--- src/rtl/scan_conv_sequencer.sv ---
// Frame sequencer for the Cartesian-to-polar scan-conversion core: walks the raster,
// pulses Start per pixel, captures core results after a fixed latency and streams them out.
module scan_conv_sequencer #(
  parameter int W            = 12,
  parameter int X_MAX        = 480,
  parameter int Y_MAX        = 640,
  parameter int CORE_LATENCY = 19,
  parameter int CW           = 19
) (
  input  logic          CLK,
  input  logic          RST_N,
  input  logic          Go,
  input  logic          Abort,
  output logic [W-1:0]  X_Inp,
  output logic [W-1:0]  Y_Inp,
  output logic          Start,
  input  logic [W-1:0]  R_Otp,
  input  logic [W-1:0]  The_Otp,
  output logic          Pix_Valid,
  input  logic          Pix_Ready,
  output logic [W-1:0]  Pix_X,
  output logic [W-1:0]  Pix_Y,
  output logic [W-1:0]  Pix_R,
  output logic [W-1:0]  Pix_The,
  output logic          Busy,
  output logic          Frame_Done,
  output logic [CW-1:0] Pix_Count
);
  localparam int LW = (CORE_LATENCY < 1) ? 1 : $clog2(CORE_LATENCY + 1);
  localparam logic [W-1:0]  XM  = W'(X_MAX);
  localparam logic [W-1:0]  YM  = W'(Y_MAX);
  localparam logic [LW-1:0] LAT = LW'(CORE_LATENCY);

  typedef enum logic [2:0] {IDLE, ISSUE, WAIT, OUTPUT, DONE} state_e;

  state_e         state_q, state_d;
  logic [W-1:0]   x_q, x_d, y_q, y_d;
  logic [LW-1:0]  cnt_q, cnt_d;
  logic [W-1:0]   x_inp_q, x_inp_d, y_inp_q, y_inp_d;
  logic           start_q, start_d, pix_valid_q, pix_valid_d;
  logic [W-1:0]   pix_x_q, pix_x_d, pix_y_q, pix_y_d, pix_r_q, pix_r_d, pix_the_q, pix_the_d;
  logic           busy_q, busy_d, frame_done_q, frame_done_d;
  logic [CW-1:0]  pix_count_q, pix_count_d;
  logic           hs, last;

  // Pix_Valid is high exactly in OUTPUT, so the handshake can be taken from the state
  assign hs   = (state_q == OUTPUT) && Pix_Ready;
  assign last = (x_q == XM) && (y_q == YM);

  always_ff @(posedge CLK or negedge RST_N) begin
    if (!RST_N) begin
      state_q      <= IDLE;
      x_q          <= '0;
      y_q          <= '0;
      cnt_q        <= '0;
      x_inp_q      <= '0;
      y_inp_q      <= '0;
      start_q      <= 1'b0;
      pix_valid_q  <= 1'b0;
      pix_x_q      <= '0;
      pix_y_q      <= '0;
      pix_r_q      <= '0;
      pix_the_q    <= '0;
      busy_q       <= 1'b0;
      frame_done_q <= 1'b0;
      pix_count_q  <= '0;
    end else begin
      state_q      <= state_d;
      x_q          <= x_d;
      y_q          <= y_d;
      cnt_q        <= cnt_d;
      x_inp_q      <= x_inp_d;
      y_inp_q      <= y_inp_d;
      start_q      <= start_d;
      pix_valid_q  <= pix_valid_d;
      pix_x_q      <= pix_x_d;
      pix_y_q      <= pix_y_d;
      pix_r_q      <= pix_r_d;
      pix_the_q    <= pix_the_d;
      busy_q       <= busy_d;
      frame_done_q <= frame_done_d;
      pix_count_q  <= pix_count_d;
    end
  end

  always_comb begin
    state_d = state_q;
    case (state_q)
      IDLE:    if (Go) state_d = ISSUE;
      ISSUE:   state_d = WAIT;
      WAIT:    if (cnt_q == LW'(1)) state_d = OUTPUT;
      OUTPUT:  if (hs) state_d = last ? DONE : ISSUE;
      DONE:    state_d = IDLE;
      default: state_d = IDLE;
    endcase
    if (Abort) state_d = IDLE;
  end

  always_comb begin
    x_d         = x_q;
    y_d         = y_q;
    cnt_d       = cnt_q;
    pix_x_d     = pix_x_q;
    pix_y_d     = pix_y_q;
    pix_r_d     = pix_r_q;
    pix_the_d   = pix_the_q;
    pix_count_d = pix_count_q;
    case (state_q)
      IDLE: if (Go) begin
        x_d         = '0;
        y_d         = '0;
        pix_count_d = '0;
      end
      ISSUE: cnt_d = LAT;
      WAIT: begin
        cnt_d = cnt_q - LW'(1);
        if (cnt_q == LW'(1)) begin
          pix_x_d   = x_q;
          pix_y_d   = y_q;
          pix_r_d   = R_Otp;
          pix_the_d = The_Otp;
        end
      end
      OUTPUT: if (hs) begin
        pix_count_d = pix_count_q + CW'(1);
        // the final pixel parks the walker at the origin instead of stepping past X_MAX
        if (last) begin
          x_d = '0;
          y_d = '0;
        end else if (y_q < YM) begin
          y_d = y_q + W'(1);
        end else begin
          y_d = '0;
          x_d = x_q + W'(1);
        end
      end
      default: ;
    endcase
    if (Abort) begin
      x_d         = '0;
      y_d         = '0;
      cnt_d       = '0;
      pix_count_d = pix_count_q;
    end
    start_d      = (state_d == ISSUE);
    x_inp_d      = start_d ? x_d : x_inp_q;
    y_inp_d      = start_d ? y_d : y_inp_q;
    pix_valid_d  = (state_d == OUTPUT);
    busy_d       = (state_d != IDLE);
    frame_done_d = (state_d == DONE);
  end

  assign X_Inp      = x_inp_q;
  assign Y_Inp      = y_inp_q;
  assign Start      = start_q;
  assign Pix_Valid  = pix_valid_q;
  assign Pix_X      = pix_x_q;
  assign Pix_Y      = pix_y_q;
  assign Pix_R      = pix_r_q;
  assign Pix_The    = pix_the_q;
  assign Busy       = busy_q;
  assign Frame_Done = frame_done_q;
  assign Pix_Count  = pix_count_q;
endmodule
--- config.mk ---
export PLATFORM = sky130hd
export DESIGN_NAME = scan_conv_sequencer
export DESIGN_NICKNAME = d
export VERILOG_FILES = /design/src/rtl/scan_conv_sequencer.sv
export SDC_FILE = /design/constraint.sdc
export NUM_CORES = 1
export LEC_CHECK = 0
export ABC_CLOCK_PERIOD_IN_PS = 2100
export CORE_ASPECT_RATIO = 1.4
export CORE_MARGIN = 8
export CORE_UTILIZATION = 48
export CTS_BUF_LIST = sky130_fd_sc_hd__clkbuf_8
export DETAILED_ROUTE_END_ITERATION = 6
export PLACE_DENSITY_LB_ADDON = 0.3
export SYNTH_ARGS = -nofsm -noshare
export SYNTH_HDL_FRONTEND = slang
export SYNTH_SLANG_ARGS = --single-unit
--- constraint.sdc ---
create_clock -name CLK -period 2.1 [get_ports CLK]
set_clock_uncertainty 0.1 [all_clocks]
set_input_delay 0.42 -clock CLK [delete_from_list [all_inputs] [get_ports CLK]]
set_output_delay 0.42 -clock CLK [all_outputs]
set_load 0.02 [all_outputs]
==> flow_summary.json <==
{
  "die-width_um": 109.5,
  "hp-class": "in -> reg",
  "cellPowerDensity_mw_per_mm2": 799.5,
  "place.detailed.hpwl_mm": 12.09,
  "gpl.final_weighted_congestion": 0.8772,
  "netlist.top_cell.by_area": "dfrtp_1",
  "synth_common_cells": "dfrtp_1 (127), mux2_2 (50), o21ai_0 (43)",
  "number_of_inserted_diodes": 0,
  "wl_met2_mm": 8.802,
  "yosysMostFrequentCell": "dfrtp_1",
  "critical_path.slowest_cell": "dfrtp_1",
  "async_flop_share": 1.000,
  "clkSinkCount": 127,
  "synth.net_count": 570,
  "power.total_uw": 6826,
  "die_area_mm2": 0.01609,
  "crit_path_max_fanout": 10,
  "synth_sequential_area_ratio": 0.5409,
  "cp-end-kind": "flop",
  "number_of_antenna_violations_at_the_first_check_in_global_routing": 0,
  "route.layer.met1.wl_mm": 6.355,
  "multi_input_comb_area_mm2": 0.002691,
  "fin_crit_sh": 1.060,
  "groute.usage.overall": 0.2104,
  "status": "complete, but fails checks",
  "hold_slack_ns": 0.2874,
  "first_pass_iters": 4,
  "first_global_vias": 5348,
  "report.final.slew_viol_count": 0,
  "cp.arrival_ns": 2.45,
  "worst_pin_slew_ns": 0.4989,
  "finalWorstPathRequiredPeriod_ns": 2.226,
  "wire_length_on_met3_mm": 1.143,
  "grt_overflow_total": 0,
  "routed_wire_length_per_instance_um": 18.56,
  "die_height_um": 146.9,
  "share_of_post_route_cells_with_drive_strength_above_1": 0.2826,
  "synth_area_mm2": 0.005876,
  "cts.reportedPaths.clkPinSlew_ns": 0.08,
  "path_class": "reg -> reg",
  "grt_pass1_wl_mm": 26.78,
  "cts_max_path_buffers": 2,
  "cts-root-buf": "clkbuf_8",
  "n_fill_cell": 906,
  "synthesis.yosys.warnings": 0,
  "htree_levels": 4,
  "wire_length_reported_by_the_detailed_router_mm": 16.58,
  "hold_violations": 0,
  "synth-seq-cells": 127,
  "relSlewSlack": 0.6643,
  "top_layer": "met4",
  "number_of_routed_nets_with_antenna_violations": 0,
  "floorplan.rows": 48,
  "finish.net_count": 766,
  "ys.flop_type": "dfrtp_1",
  "rsz0062_at_grt": "yes",
  "areaGrowthSynthToFinish_pct": 45.29,
  "max-vdd-ir-drop_uv": 649.0,
  "power.leakage_uw": 0.003929,
  "clock_latency_ns": 0.45,
  "final-seq-area_mm2": 0.003181,
  "finalSetupViolations": 25,
  "cap_violations": 0,
  "worst-endpoint-required_ns": 2.33,
  "tritoncts.num_buffers": 17,
  "dr.first_iter.drc_count": 200,
  "max_freq_mhz": 449.3,
  "post_drt_via_cell_ratio": 5.574,
  "synth_area_per_cell_um2": 11.00,
  "worstSetupStartpointType": "flop",
  "path_cells": "inv_2, ha_4, nor4bb_4, nand4_1, or2_4, o21ai_4, inv_4, mux2_2",
  "design.core.area_mm2": 0.01213,
  "violated_checks": "setup timing",
  "initial_standard_cell_utilization_of_the_core": 0.4843,
  "synth_top_cells_by_area": "dfrtp_1 (54%), mux2_2 (9.6%), o21ai_0 (3.7%)",
  "routed-via-count": 4978,
  "drc": 0,
  "buffer_ports.inserted": 123,
  "io-pin-count": 124,
  "clock_tree_from_tritoncts": "yes",
  "mapped_cells": 534,
  "final_critical_path_setup_slack_ns": -0.1257,
  "synth_top_cell_area_share": 0.5409,
  "count_of_flip_flops_with_a_built_in_enable_after_synthesis": 0,
  "design_area_mm2": 0.008537,
  "synth.distinct_cells": 64,
  "grt_max_degree": 57,
  "timing.critical_path.slowest_cell_delay_ns": 0.39,
  "detailed_place.area_mm2": 0.007816
}
[sequential cells by signal, indices dropped and copies added, names as in the netlist]
signal,cells
Pix_Count,19
X_Inp,12
Pix_X,12
Pix_Y,12
Frame_Done,1
y_q,12
cnt_q,5
Pix_R,12
x_q,12
Pix_The,12
Start,1
Busy,1
Y_Inp,12
Pix_Valid,1
state_q,3
[placed cells by master (no fill, tap or decap), drive strengths merged, types with 5 or more instances in the layout]
master and count:
a211oi 8, o21ai 45, dfrtp 127, mux2 50, ha 7, a22o 6
dlymetal6s2s 5, a21oi 18, nand2 31, and3 12, nor2 43, a31oi 7
bufinv 5, buf 85, xor2 15, clkbuf 17, nand3 18, nor4 7
xnor2 5, inv 21, and2 7, nor3 14, clkdlybuf4s50 116, nand4 12
[timing repair]
item / CTS / global route
hold endpoints to repair: 28 / 0
setup buffers: 1 / 1
hold buffers: 1 / 0
setup endpoints to repair: 37 / 45
gates cloned: 1 / 1
resized for setup: 13 / 31
pin swaps: 7 / 13
[stage by stage]
step	TNS, ns	instances	util	setup slack [ns]
finish	-2.139	893	0.7037	-0.1257
global route	-4.995	893	0.7037	-0.2288
CTS	-2.484	891	0.6895	-0.1465
detailed placement	-22.71	856	0.6443	-0.5247
global placement	-21.02	856	0.6443	-0.5160
floorplan	0	534	-	0.006812
[final timing paths]
| check | startpoint | slack (ns) | end | cells past startpoint |
|---|---|---|---|---|
| worst min register to register | Y_Inp[11] | 0.38 | Y_Inp[11] | 1 |
| worst min-delay path | Go | 0.29 | Busy | 2 |
| min in group asynchronous | RST_N | 0.35 | Pix_X[5] | 2 |
| max in group asynchronous | RST_N | 0.93 | Pix_R[5] | 3 |
| worst max-delay path | y_q[0] | -0.13 | X_Inp[4] | 8 |
| worst max register to register | y_q[0] | -0.13 | X_Inp[4] | 8 |
[area by class of cell]
| type | instances | share of cell area |
|---|---|---|
| inverters | 16 | 0.007328 |
| clock buffers | 17 | 0.02741 |
| clock inverters | 15 | 0.02711 |
| repair buffers | 209 | 0.2283 |
| multi-input cells | 359 | 0.3153 |
| well taps | 150 | 0.02198 |
| flip-flops and latches | 127 | 0.3726 |
[routing by layer]
metal  GRT usage  vias up
met3     0.07409       20
li1            -     2301
met1      0.2326     2502
met5           0        -
met2      0.3578      155
met4     0.07864        0
[worst max-delay path, delay by kind of cell, from the launching register on]
kind                     cells  cell delay, ns
flip-flops                   1            0.39
AO/OA/AOI/OAI                1            0.17
adder cells (fa/ha/maj)      1            0.12
buffers and inverters        2            0.19
AND/OR/NAND/NOR              3            0.83
multiplexers                 1            0.29
[kinds of logic (layout without fill, tap and decap cells)]
group	Yosys count	after routing	synth area share
adders and majority gates	7	7	0.01491
buffers and inverters	49	257	0.03471
AOI/OAI and AO/OA	114	115	0.1297
DFF	127	127	0.5409
muxes	51	51	0.09753
xor gates and xnor gates	20	20	0.02981
and+or+nand+nor	166	166	0.1525
[power breakdown]
part	leakage (uW)	switching [uW]	total, uW	internal (uW)
Sequential	0.00171	139	2850	2710
Clock	0.000228	1040	2480	1430
Combinational	0.00199	735	1500	769
Total	0.00393	1920	6830	4910
Power figures use the tool's default switching activity.
